===== config.mk =====
export PLATFORM = sky130hd
export DESIGN_NAME = wb_stage
export DESIGN_NICKNAME = d
export VERILOG_FILES = /design/src/rtl/wb_pkg.sv /design/src/rtl/wb_stage_load_align.sv /design/src/rtl/wb_stage.sv
export SDC_FILE = /design/constraint.sdc
export NUM_CORES = 1
export LEC_CHECK = 0
export ABC_AREA = 1
export CAP_MARGIN = 40
export CORE_ASPECT_RATIO = 2
export CORE_MARGIN = 5
export CORE_UTILIZATION = 34
export DETAILED_ROUTE_END_ITERATION = 12
export DONT_BUFFER_PORTS = 1
export PLACE_DENSITY_LB_ADDON = 0.12
export SYNTH_ARGS = -nofsm -noshare
export SYNTH_HDL_FRONTEND = slang
export SYNTH_SLANG_ARGS = --single-unit
export TNS_END_PERCENT = 100

===== constraint.sdc =====
create_clock -name clock -period 2.55 [get_ports clock]
set_input_delay 0.51 -clock clock [delete_from_list [all_inputs] [get_ports clock]]
set_output_delay 0.51 -clock clock [all_outputs]
set_load 0.005 [all_outputs]

===== src/rtl/wb_pkg.sv =====
// Shared constants and FSM state type for the writeback stage.
package wb_pkg;

    localparam logic [1:0] WB_ALU  = 2'b00;
    localparam logic [1:0] WB_LOAD = 2'b01;
    localparam logic [1:0] WB_PC4  = 2'b10;

    localparam logic [2:0] F3_LB  = 3'b000;
    localparam logic [2:0] F3_LH  = 3'b001;
    localparam logic [2:0] F3_LW  = 3'b010;
    localparam logic [2:0] F3_LBU = 3'b100;
    localparam logic [2:0] F3_LHU = 3'b101;

    typedef enum logic [1:0] {
        IDLE   = 2'd0,
        FORMAT = 2'd1,
        WRITE  = 2'd2
    } wb_state_e;

endpackage


===== src/rtl/wb_stage_load_align.sv =====
// Little-endian load extraction and extension; flags misaligned or unknown load sizes.
module load_align
    import wb_pkg::*;
(
    input  logic [2:0]  funct3,
    input  logic [1:0]  a,
    input  logic [31:0] mem_word,
    output logic [31:0] data,
    output logic        fault
);

    logic [7:0]  byte_v;
    logic [15:0] half_v;

    always_comb begin
        byte_v = mem_word[7:0];
        case (a)
            2'd1:    byte_v = mem_word[15:8];
            2'd2:    byte_v = mem_word[23:16];
            2'd3:    byte_v = mem_word[31:24];
            default: byte_v = mem_word[7:0];
        endcase
        half_v = a[1] ? mem_word[31:16] : mem_word[15:0];
    end

    always_comb begin
        data  = '0;
        fault = 1'b0;
        case (funct3)
            F3_LB:  data = {{24{byte_v[7]}}, byte_v};
            F3_LBU: data = {24'd0, byte_v};
            F3_LH: begin
                data  = {{16{half_v[15]}}, half_v};
                fault = a[0];
            end
            F3_LHU: begin
                data  = {16'd0, half_v};
                fault = a[0];
            end
            F3_LW: begin
                data  = mem_word;
                fault = (a != 2'd0);
            end
            default: fault = 1'b1;
        endcase
    end

endmodule


===== src/rtl/wb_stage.sv =====
// Writeback stage: latches one instruction, formats its result and holds the
// register-file write stable for HOLD_CYCLES cycles.
//
//  state  | meaning
//  IDLE   | ready for a new instruction
//  FORMAT | result computed from latched inputs and registered
//  WRITE  | write outputs held while the hold counter runs down
module wb_stage
    import wb_pkg::*;
#(
    parameter int HOLD_CYCLES = 10
) (
    input  logic        clock,
    input  logic        reset,
    input  logic        in_valid,
    output logic        in_ready,
    input  logic [4:0]  in_rd,
    input  logic        in_regWrite,
    input  logic [1:0]  in_wbSel,
    input  logic [31:0] in_aluResult,
    input  logic [31:0] in_memData,
    input  logic [31:0] in_pcPlus4,
    input  logic [2:0]  in_funct3,
    output logic        regWrite,
    output logic [4:0]  writeReg,
    output logic [31:0] writeData,
    output logic        retire,
    output logic        loadFault
);

    localparam int CW = $clog2(HOLD_CYCLES + 1);
    localparam logic [CW-1:0] HOLD_LOAD = CW'(HOLD_CYCLES - 1);

    wb_state_e   state_q, state_d;
    logic [CW-1:0] cnt_q, cnt_d;
    logic [4:0]  rd_q, rd_d;
    logic        rw_q, rw_d;
    logic [1:0]  sel_q, sel_d;
    logic [31:0] alu_q, alu_d;
    logic [31:0] mem_q, mem_d;
    logic [31:0] pc4_q, pc4_d;
    logic [2:0]  f3_q, f3_d;
    logic        we_out_q, we_out_d;
    logic [4:0]  reg_out_q, reg_out_d;
    logic [31:0] data_out_q, data_out_d;

    logic [31:0] load_data;
    logic        align_fault;
    logic        fault;
    logic        write_en;
    logic [31:0] result;

    load_align u_load_align (
        .funct3   (f3_q),
        .a        (alu_q[1:0]),
        .mem_word (mem_q),
        .data     (load_data),
        .fault    (align_fault)
    );

    // funct3 only matters for loads, so a non-load can never fault.
    always_comb begin
        fault    = (sel_q == WB_LOAD) && align_fault;
        write_en = rw_q && (rd_q != 5'd0) && !fault;
        case (sel_q)
            WB_LOAD: result = load_data;
            WB_PC4:  result = pc4_q;
            default: result = alu_q;
        endcase
    end

    always_comb begin
        state_d    = state_q;
        cnt_d      = cnt_q;
        rd_d       = rd_q;
        rw_d       = rw_q;
        sel_d      = sel_q;
        alu_d      = alu_q;
        mem_d      = mem_q;
        pc4_d      = pc4_q;
        f3_d       = f3_q;
        we_out_d   = we_out_q;
        reg_out_d  = reg_out_q;
        data_out_d = data_out_q;
        in_ready   = 1'b0;
        retire     = 1'b0;
        loadFault  = 1'b0;
        case (state_q)
            IDLE: begin
                in_ready = 1'b1;
                if (in_valid) begin
                    rd_d    = in_rd;
                    rw_d    = in_regWrite;
                    sel_d   = in_wbSel;
                    alu_d   = in_aluResult;
                    mem_d   = in_memData;
                    pc4_d   = in_pcPlus4;
                    f3_d    = in_funct3;
                    state_d = FORMAT;
                end
            end
            FORMAT: begin
                if (write_en) begin
                    state_d    = WRITE;
                    cnt_d      = HOLD_LOAD;
                    we_out_d   = 1'b1;
                    reg_out_d  = rd_q;
                    data_out_d = result;
                end else begin
                    state_d   = IDLE;
                    retire    = 1'b1;
                    loadFault = fault;
                end
            end
            WRITE: begin
                if (cnt_q == '0) begin
                    retire     = 1'b1;
                    state_d    = IDLE;
                    we_out_d   = 1'b0;
                    reg_out_d  = '0;
                    data_out_d = '0;
                end else begin
                    cnt_d = cnt_q - CW'(1);
                end
            end
            default: state_d = IDLE;
        endcase
    end

    always_ff @(posedge clock) begin
        if (reset) begin
            state_q    <= IDLE;
            cnt_q      <= '0;
            rd_q       <= '0;
            rw_q       <= 1'b0;
            sel_q      <= '0;
            alu_q      <= '0;
            mem_q      <= '0;
            pc4_q      <= '0;
            f3_q       <= '0;
            we_out_q   <= 1'b0;
            reg_out_q  <= '0;
            data_out_q <= '0;
        end else begin
            state_q    <= state_d;
            cnt_q      <= cnt_d;
            rd_q       <= rd_d;
            rw_q       <= rw_d;
            sel_q      <= sel_d;
            alu_q      <= alu_d;
            mem_q      <= mem_d;
            pc4_q      <= pc4_d;
            f3_q       <= f3_d;
            we_out_q   <= we_out_d;
            reg_out_q  <= reg_out_d;
            data_out_q <= data_out_d;
        end
    end

    assign regWrite  = we_out_q;
    assign writeReg  = reg_out_q;
    assign writeData = data_out_q;

endmodule


==> results of run 1 <==
==> worst max-delay path by stage <==
stage               startpoint            end  slack, ps
floorplan             sel_q[0]   writeData[3]        950
detailed placement     f3_q[0]  writeData[31]        570
CTS                    f3_q[0]         retire        120
global route           f3_q[0]         retire         30
global placement       f3_q[0]  writeData[23]        600
finish                 f3_q[0]         retire        180
==> state kept, by name, indices dropped and copies added (netlist names) <==
register / flops
writeReg: 5
writeData: 32
pc4_q: 32
rd_q: 5
rw_q: 1
f3_q: 3
state_q: 2
alu_q: 32
sel_q: 2
regWrite: 1
mem_q: 32
cnt_q: 4
==> per-stage QoR <==
stage                     setup WS [ps]  total power, µW  utilization  std cells
final                               182             7230        0.387       1340
after global routing               27.8             7650        0.386       1339
after CTS                           124             7330        0.386       1337
after detailed placement            572             4350        0.353       1305
after global placement              600             4360        0.353       1305
after floorplan                     945             3930            -       1085
==> layout make-up <==
type,count,area share
Multi-Input combinational cell,797,0.443
Sequential cell,151,0.375
Clock buffer,20,0.0579
Tap cell,269,0.0418
Inverter,68,0.0317
Clock inverter,12,0.0275
Timing Repair Buffer,20,0.0217
Antenna cell,3,0.000932
==> cells by family after synthesis <==
group                    Yosys count  share of synthesized area
AO/OA/AOI/OAI                    243                      0.178
XOR/XNOR                           1                    0.00122
adder cells (fa/ha/maj)            7                     0.0122
buffers and inverters            137                     0.0801
flip-flops                       151                      0.422
AND/OR/NAND/NOR                  546                      0.306
==> placed cells by master, fill, tap and decap left out, types with 3 or more instances in the layout <==
cell | Yosys | layout
dfxtp_1 | 151 | 151
bufinv_16 | 0 | 6
ha_1 | 7 | 7
clkbuf_8 | 0 | 3
inv_1 | 63 | 62
nand2_2 | 14 | 14
nor2_1 | 246 | 246
diode_2 | 0 | 3
nand2_1 | 248 | 247
buf_4 | 5 | 18
or2_2 | 6 | 6
o21ai_0 | 124 | 124
nand3_1 | 23 | 23
clkinvlp_4 | 0 | 3
a21oi_2 | 14 | 14
inv_2 | 3 | 5
clkbuf_16 | 0 | 17
a21oi_1 | 100 | 100
==> power groups by stage <==
stage	Sequential, µW	Clock (µW)	Combinational [µW]
global placement	2800	0	1560
detailed placement	2800	0	1550
floorplan	2750	0	1190
CTS	2750	3020	1560
finish	2750	2950	1540
global route	2780	3110	1770
==> per-layer routing <==
layer	GRT usage	up-vias	share of wire
met5	0	-	0.00090
met4	0.0995	6	0.041
met3	0.0529	51	0.047
met2	0.370	137	0.53
met1	0.211	3001	0.38
li1	-	3367	-
==> cell usage after synthesis (5+ instances only) <==
cell type / instances / area, µm²
dfxtp_1: 151 / 3020
a21oi_1: 100 / 500
buf_2: 5 / 25.0
o21ai_0: 124 / 621
nor2_1: 246 / 923
ha_1: 7 / 87.6
buf_4: 5 / 37.5
nand2_2: 14 / 87.6
a21oi_2: 14 / 123
nand3_1: 23 / 115
inv_1: 63 / 236
or2_2: 6 / 37.5
nand2_1: 248 / 931
clkbuf_1: 52 / 195
==> impl_metrics.json, run 1 <==
{
  "syn2layout_area_growth_pct": 12.5,
  "hold_depth": 1,
  "cap_violations": 0,
  "wirelength_um": 24300,
  "grt_pass1_wl_um": 38000,
  "pwr-share-seq": 0.380,
  "pwr-share-clk": 0.407,
  "rsz0062_at_grt": "no",
  "cp-start-kind": "flop",
  "start_util": 0.344,
  "antenna_found_initial": 6,
  "cp.arrival_ps": 1860,
  "min_from": "reset",
  "grt_max_degree": 72,
  "worst_pin_slew_ps": 536,
  "pwr-share-comb": 0.212,
  "syn_area_per_cell_um2": 6.60,
  "worstRegToRegCells": 10,
  "synth_cells": 1085,
  "synthArstFlopShare": 0,
  "gp_congestion": 0.928,
  "crit_cells": 9,
  "min_to": "writeData[6]",
  "cts_root_buffer": "clkbuf_16",
  "worstPathCellList": "nor2_4 > nand2_1 > nand2_1 > nand2_1 > nand2_2 > nand2_2 > nand2_4 > a21boi_0 > buf_4",
  "h-tree-depth": 4,
  "dr.pass1.iters": 4,
  "drcViolationCount": 0,
  "synth_seq_cells": 151,
  "slew_violations": 0,
  "p_int_uw": 4990,
  "crit_buf_inv": 1,
  "rows": 75,
  "p_sw_uw": 2240,
  "clkLatencyLatePin_ps": 440,
  "pwr_density_cell_mw_per_mm2": 898,
  "grtUsageTotal": 0.203,
  "worstReg2RegStart": "f3_q[0]",
  "multi_input_area_mm2": 0.00357,
  "min_path_type": "input port to flop",
  "leakagePower_uw": 0.00328,
  "cts_tree": "done",
  "cts.clk_slew.worst_paths_ps": 60,
  "hold_violations": 0,
  "synth-edff-count": 0,
  "cts_setup_buffers": 0,
  "wl_per_cell_um": 18.2,
  "status": "finished, final reports clean",
  "grt_overflow": 0,
  "fin_crit_sh": 0.929,
  "swShare": 0.310,
  "numClockSinks": 151,
  "fin_setup_tns_ps": 0,
  "cp_max_fo": 10,
  "seqCellArea_mm2": 0.00302,
  "io_pins": 151,
  "finalSetupViolCount": 0,
  "die_area_mm2": 0.0242,
  "fp.dieW_um": 113,
  "place_hpwl_um": 17900,
  "slew_headroom": 0.641,
  "finalCriticalPeriod_ps": 2370,
  "grt_pass1_vias": 6664,
  "placed_area_mm2": 0.00736,
  "holdBufCountCts": 0,
  "synth_area_mm2": 0.00716,
  "fillCellCount": 2338,
  "cp_slowest_cell": "dfxtp_1",
  "fmax_mhz": 422,
  "regToRegSetupSlack_ps": 580,
  "cts_resized": 0,
  "critPathMostFrequentCell": "nand2_1",
  "via_per_inst": 4.90,
  "die_y_um": 215,
  "cts_made_buffers": 17,
  "synth_cell_type_count": 31,
  "fin_skew_ps": 5.52,
  "r2r_end": "writeData[23]",
  "end_kind": "primary output",
  "final_nets": 1172,
  "path_delay_family": "flip-flops",
  "clockBufferDepth": 2,
  "ant_nets": 0,
  "final_area_mm2": 0.00805,
  "vias": 6562,
  "required_ps": 2040,
  "criticalPathCategory": "flop to primary output",
  "synth.yosys.seq_area_share": 0.422,
  "drt_iter0_drc": 341,
  "hold_slack_ps": 137,
  "drive_above_1_share": 0.0927,
  "syn_nets": 1202,
  "vdd_drop_max_mv": 0.465,
  "core_area_mm2": 0.0208,
  "cpPeakStageDelay_ps": 580,
  "ys_warn_count": 0,
  "portBuffers": 0,
  "ys.flop_type": "dfxtp_1"
}
Power figures use the tool's default switching activity.
==> run 2, diff against run 1 <==
Settings changed: REMOVE_ABC_BUFFERS from default to 1.
==> impl_metrics.json, run 2 (synthesis gave the netlist of run 1 again) <==
{
  "status": "finished, final reports clean",
  "fin_crit_sh": 0.901,
  "slew_headroom": 0.623,
  "crit_buf_inv": 0,
  "die_y_um": 215,
  "rows": 75,
  "dr_wl_met3_um": 1130,
  "pwr-share-seq": 0.400,
  "numClockSinks": 151,
  "top_layer": "met5",
  "final_nets": 1168,
  "antenna_found_initial": 5,
  "leakagePower_uw": 0.00323,
  "via_per_inst": 4.87,
  "end_kind": "primary output",
  "slew_violations": 0,
  "placed_area_mm2": 0.00735,
  "drt-met1-wl_um": 8540,
  "swShare": 0.316,
  "hold_violations": 0,
  "timing.final.ws_setup_ps": 253,
  "ant_nets": 0,
  "worst_pin_slew_ps": 565,
  "pwr-share-clk": 0.379,
  "grt_pass1_wl_um": 36200,
  "fmax_mhz": 435,
  "drcViolationCount": 0,
  "cts_setup_buffers": 0,
  "die_area_mm2": 0.0242,
  "fp.dieW_um": 113,
  "io_pins": 151,
  "final_area_mm2": 0.00795,
  "h-tree-depth": 4,
  "fin_setup_tns_ps": 0,
  "cp_max_fo": 10,
  "fin_skew_ps": 6.72,
  "cts_made_buffers": 17,
  "cap_violations": 0,
  "wl_met2_um": 12400,
  "cts_root_buffer": "clkbuf_16",
  "gp_congestion": 0.830,
  "path_delay_family": "flip-flops",
  "drt_iter0_drc": 331,
  "place_hpwl_um": 16000,
  "holdBufCountCts": 0,
  "p_int_uw": 4690,
  "portBuffers": 0,
  "start_util": 0.344,
  "hold_slack_ps": 143,
  "worstPathCellList": "nor2_4 > nand2_1 > nand2_1 > nand2_1 > nand2_2 > nand2_2 > nand2_4 > a21boi_0",
  "finalPower_uw": 6850,
  "layout_commonest_cell": "nand2_1",
  "multi_input_area_mm2": 0.00357,
  "vias": 6487,
  "fillCellCount": 2359,
  "clkLatencyLatePin_ps": 430,
  "cts.clk_slew.worst_paths_ps": 60,
  "p_sw_uw": 2170,
  "required_ps": 2040,
  "wl_per_cell_um": 17.1,
  "critPathMostFrequentCell": "nand2_1",
  "pwr_density_cell_mw_per_mm2": 862,
  "pwr-share-comb": 0.221,
  "grt_max_degree": 59,
  "dr.pass1.iters": 4,
  "cts_resized": 0,
  "cp.arrival_ps": 1790,
  "criticalPathCategory": "flop to primary output",
  "drive_above_1_share": 0.0866,
  "cp-start-kind": "flop",
  "core_area_mm2": 0.0208,
  "finalSetupViolCount": 0,
  "cp_slowest_cell": "dfxtp_1",
  "vdd_drop_max_mv": 0.371,
  "cpPeakStageDelay_ps": 560,
  "grtUsageTotal": 0.191,
  "finalCriticalPeriod_ps": 2300,
  "clockBufferDepth": 2,
  "grt_pass1_vias": 6612,
  "syn2layout_area_growth_pct": 11.1,
  "rsz0062_at_grt": "no",
  "mostFrequentLayoutCells": "247 x nand2_1, 246 x nor2_1, 151 x dfxtp_1, 124 x o21ai_0, 100 x a21oi_1",
  "grt_overflow": 0,
  "min_path_type": "input port to flop",
  "cts_tree": "done",
  "seqCellArea_mm2": 0.00302,
  "wirelength_um": 22700,
  "pre_cts_ws_ps": 605
}
## run 2: cell count changes in the layout (fill, tap and decap cells not counted), sizes merged
cell,before,now
clkbuf,20,21
bufinv,6,3
buf,20,16
inv,67,66
diode,3,1
clkinvlp,3,2
clkinv,4,6
## run 2: worst paths after layout
| path | cells after the start | to | start | slack [ps] |
|---|---|---|---|---|
| worst max-delay path | 8 | retire | f3_q[0] | 250 |
| worst min-delay path | 1 | writeData[23] | reset | 140 |
| worst max register to register | 10 | writeData[17] | f3_q[0] | 620 |
| worst min register to register | 2 | mem_q[11] | mem_q[11] | 460 |
## run 2: power by group through the flow
stage,sequential (µW),combinational [µW],clock [µW]
finish,2740,1510,2600
global route,2770,1760,2760
CTS,2740,1550,2680
detailed placement,2790,1540,0
global placement,2790,1530,0
floorplan,2770,1070,0
## run 2: layout make-up
type                    count  share of cell area
inverters                  68              0.0323
clock inverters             9              0.0157
clock buffers              21              0.0592
flip-flops and latches    151               0.380
repair buffers             16              0.0214
multi-input cells         797               0.449
well taps                 269              0.0423
diodes                      1            0.000315
## run 2: metrics by stage
stage / cells / util
6_report: 1332 / 0.382
5_1_grt: 1332 / 0.382
4_1_cts: 1331 / 0.382
3_5_place_dp: 1301 / 0.353
3_3_place_gp: 1301 / 0.353
2_1_floorplan: 1016 / -
## run 2: worst reg2reg max path: stages, from the launching register on
cell     delay, ps
dfxtp_1        560
inv_2          150
nor2_8         190
nand2_1        120
nor2_4         370
nor2_1         110
nand2_1         80
nand2_1         70
nand2_1         60
nand2_1         60
a21oi_2        100
## run 2: layer usage
layer | track usage | vias to the layer above
met4 | 0.0802 | 6
met2 | 0.357 | 134
met1 | 0.198 | 2947
met5 | 0 | -
met3 | 0.0481 | 42
li1 | - | 3358
==> run 3, diff against run 2 <==
Settings changed: ABC_AREA 1 to 0.
==> impl_metrics.json, run 3 <==
{
  "fin_skew_ps": 18.2,
  "clockBufferDepth": 2,
  "fp.dieW_um": 109,
  "required_ps": 2040,
  "multi_input_area_mm2": 0.00329,
  "antenna_found_initial": 0,
  "finalPower_uw": 5860,
  "synth_area_leader_cell": "dfxtp_1",
  "worst_pin_slew_ps": 697,
  "synth_area_mm2": 0.00667,
  "crit_end": "retire",
  "grt_overflow": 0,
  "rows": 72,
  "drive_above_1_share": 0.0925,
  "grt_max_degree": 116,
  "synth.yosys.seq_area_share": 0.453,
  "vdd_drop_max_mv": 0.334,
  "synthTopCellsByArea": "dfxtp_1 45%, nand2_1 15%, a21oi_1 10%, a32o_1 4.8%, a22oi_1 2.7%",
  "pre_cts_ws_ps": 413,
  "cap_violations": 0,
  "placed_area_mm2": 0.00687,
  "final_cells": 1070,
  "die_area_mm2": 0.0227,
  "synthSimpleGateAreaFrac": 0.192,
  "synthAdderAreaFrac": 0.0131,
  "cp_slowest_cell": "or3_4",
  "hold_violations": 0,
  "timing.final.ws_setup_ps": 117,
  "cts.clk_slew.worst_paths_ps": 60,
  "criticalPathCategory": "flop to primary output",
  "rsz0062_at_grt": "no",
  "synth_cell_type_count": 49,
  "final_area_mm2": 0.00748,
  "synth_top_family_by_area": "compound AO/OA/AOI/OAI gates",
  "hold_slack_ps": 165,
  "ys.flop_type": "dfxtp_1",
  "synthArstFlopShare": 0,
  "end_kind": "primary output",
  "worstRegToRegCells": 6,
  "min_path_type": "input port to flop",
  "syn_area_per_cell_um2": 8.02,
  "fmax_mhz": 411,
  "grt_pass1_vias": 6053,
  "grt_pass1_wl_um": 33500,
  "slew_violations": 0,
  "synth_compound_area_frac": 0.266,
  "r2r_end": "writeData[18]",
  "h-tree-depth": 4,
  "drt_iter0_drc": 386,
  "cts_tree": "done",
  "slew_headroom": 0.534,
  "synthMuxAreaShare": 0.0167,
  "cp-startpoint": "sel_q[1]",
  "drcViolationCount": 0,
  "synth_cells": 832,
  "cpPeakStageDelay_ps": 430,
  "mostFrequentLayoutCells": "263 x nand2_1, 149 x dfxtp_1, 138 x a21oi_1, 32 x a32o_1, 24 x a22oi_1",
  "leakagePower_uw": 0.00263,
  "worstPathCellList": "inv_1 > ha_1 > inv_2 > or3_4 > a31o_4 > a21boi_1",
  "finalSetupViolCount": 0,
  "via_per_inst": 5.48,
  "syn2layout_area_growth_pct": 12.1,
  "pwr_density_cell_mw_per_mm2": 783,
  "finalCriticalPeriod_ps": 2430,
  "holdBufCountCts": 0,
  "core_area_mm2": 0.0194,
  "yosys.area.top_type_share": 0.453,
  "dr.pass1.iters": 5,
  "fillCellCount": 2010,
  "die_y_um": 208,
  "layout_commonest_cell": "nand2_1",
  "portBuffers": 0,
  "grtUsageTotal": 0.193,
  "numClockSinks": 151,
  "clkLatencyLatePin_ps": 420,
  "cp.arrival_ps": 1920,
  "netlist_top_cells_count": "264 x nand2_1, 151 x dfxtp_1, 138 x a21oi_1, 46 x clkbuf_1, 32 x a32o_1",
  "ant_nets": 0,
  "wirelength_um": 21700,
  "synthXorXnorAreaFrac": 0,
  "synth-edff-count": 0,
  "ys_warn_count": 0,
  "yosysMostFrequentCell": "nand2_1",
  "vias": 5864,
  "synth_seq_cells": 151,
  "cp_max_fo": 6,
  "place_hpwl_um": 15600,
  "cts_setup_buffers": 0,
  "fin_crit_sh": 0.954,
  "gp_congestion": 0.856,
  "seqCellArea_mm2": 0.00303,
  "cts_made_buffers": 17,
  "worstReg2RegStart": "f3_q[0]",
  "io_pins": 151,
  "cts_root_buffer": "clkbuf_16",
  "status": "finished, final reports clean",
  "regToRegSetupSlack_ps": 420,
  "start_util": 0.345,
  "wl_per_cell_um": 20.3,
  "antenna_cells": 0,
  "cp-start-kind": "flop",
  "final_nets": 916,
  "dp.cells": 1039
}
## run 3: cell count changes in the layout (fill, tap and decap cells not counted), moves of 16 or more
cell	delta
a21oi_1	+38
a32o_1	+32
nand2b_1	+22
nand2_1	+16
o21ai_0	-103
nand3_1	-20
inv_1	-49
nor2_1	-242
a22oi_1	+24
## run 3: worst min-delay path by stage
stage                     startpoint         to  slack [ps]  cells past startpoint
final                          reset  alu_q[23]         160                      1
after global routing           reset  pc4_q[23]         130                      1
after CTS                      reset  alu_q[23]         150                      1
after detailed placement   alu_q[11]  alu_q[11]         440                      2
after global placement     alu_q[11]  alu_q[11]         440                      2
after floorplan            alu_q[10]  alu_q[10]         430                      2
## run 3: where the power goes
| part | total (µW) | switching [µW] | internal [µW] | leakage (µW) |
|---|---|---|---|---|
| combinational | 656 | 422 | 235 | 0.00110 |
| sequential | 2580 | 103 | 2480 | 0.00124 |
| clock | 2620 | 985 | 1640 | 0.000295 |
## run 3: area by class of cell
class	instances	area share
Inverter	14	0.00703
Clock inverter	8	0.0161
Tap cell	259	0.0433
Clock buffer	23	0.0652
Sequential cell	151	0.404
Timing Repair Buffer	17	0.0238
Multi-Input combinational cell	598	0.440
## run 3: routing by layer
layer | vias to the layer above | wire length, µm | GRT usage
li1 | 2827 | - | -
met1 | 2803 | 7850 | 0.198
met2 | 194 | 12000 | 0.360
met3 | 40 | 1210 | 0.0447
met4 | 0 | 656 | 0.0841
met5 | - | 0 | 0
## run 3: kinds of logic (layout without fill, tap and decap cells)
| group | Yosys count | after routing |
|---|---|---|
| simple gates | 311 | 311 |
| compound gates | 270 | 270 |
| mux | 10 | 10 |
| buf+inv | 83 | 62 |
| flops | 151 | 151 |
| fa+ha+maj | 7 | 7 |
## run 3: timing repair
action,4_1_cts,5_1_grt
endpoints found under the hold margin,0,0
endpoints found under the setup margin,0,1
gates resized for setup,0,3
## run 3: worst max-delay path: cells and delay by family (launching register included)
| kind | cells | cell delay (ps) |
|---|---|---|
| AOI/OAI and AO/OA | 2 | 470 |
| adders and majority gates | 1 | 170 |
| buffers and inverters | 2 | 120 |
| DFF | 1 | 330 |
| and+or+nand+nor | 1 | 430 |
## run 3: per-stage QoR
| stage | setup TNS [ps] | util |
|---|---|---|
| 3_3_place_gp | 0 | 0.355 |
| 6_report | 0 | 0.386 |
| 3_5_place_dp | 0 | 0.355 |
| 2_1_floorplan | -20520 | - |
| 5_1_grt | 0 | 0.386 |
| 4_1_cts | 0 | 0.386 |
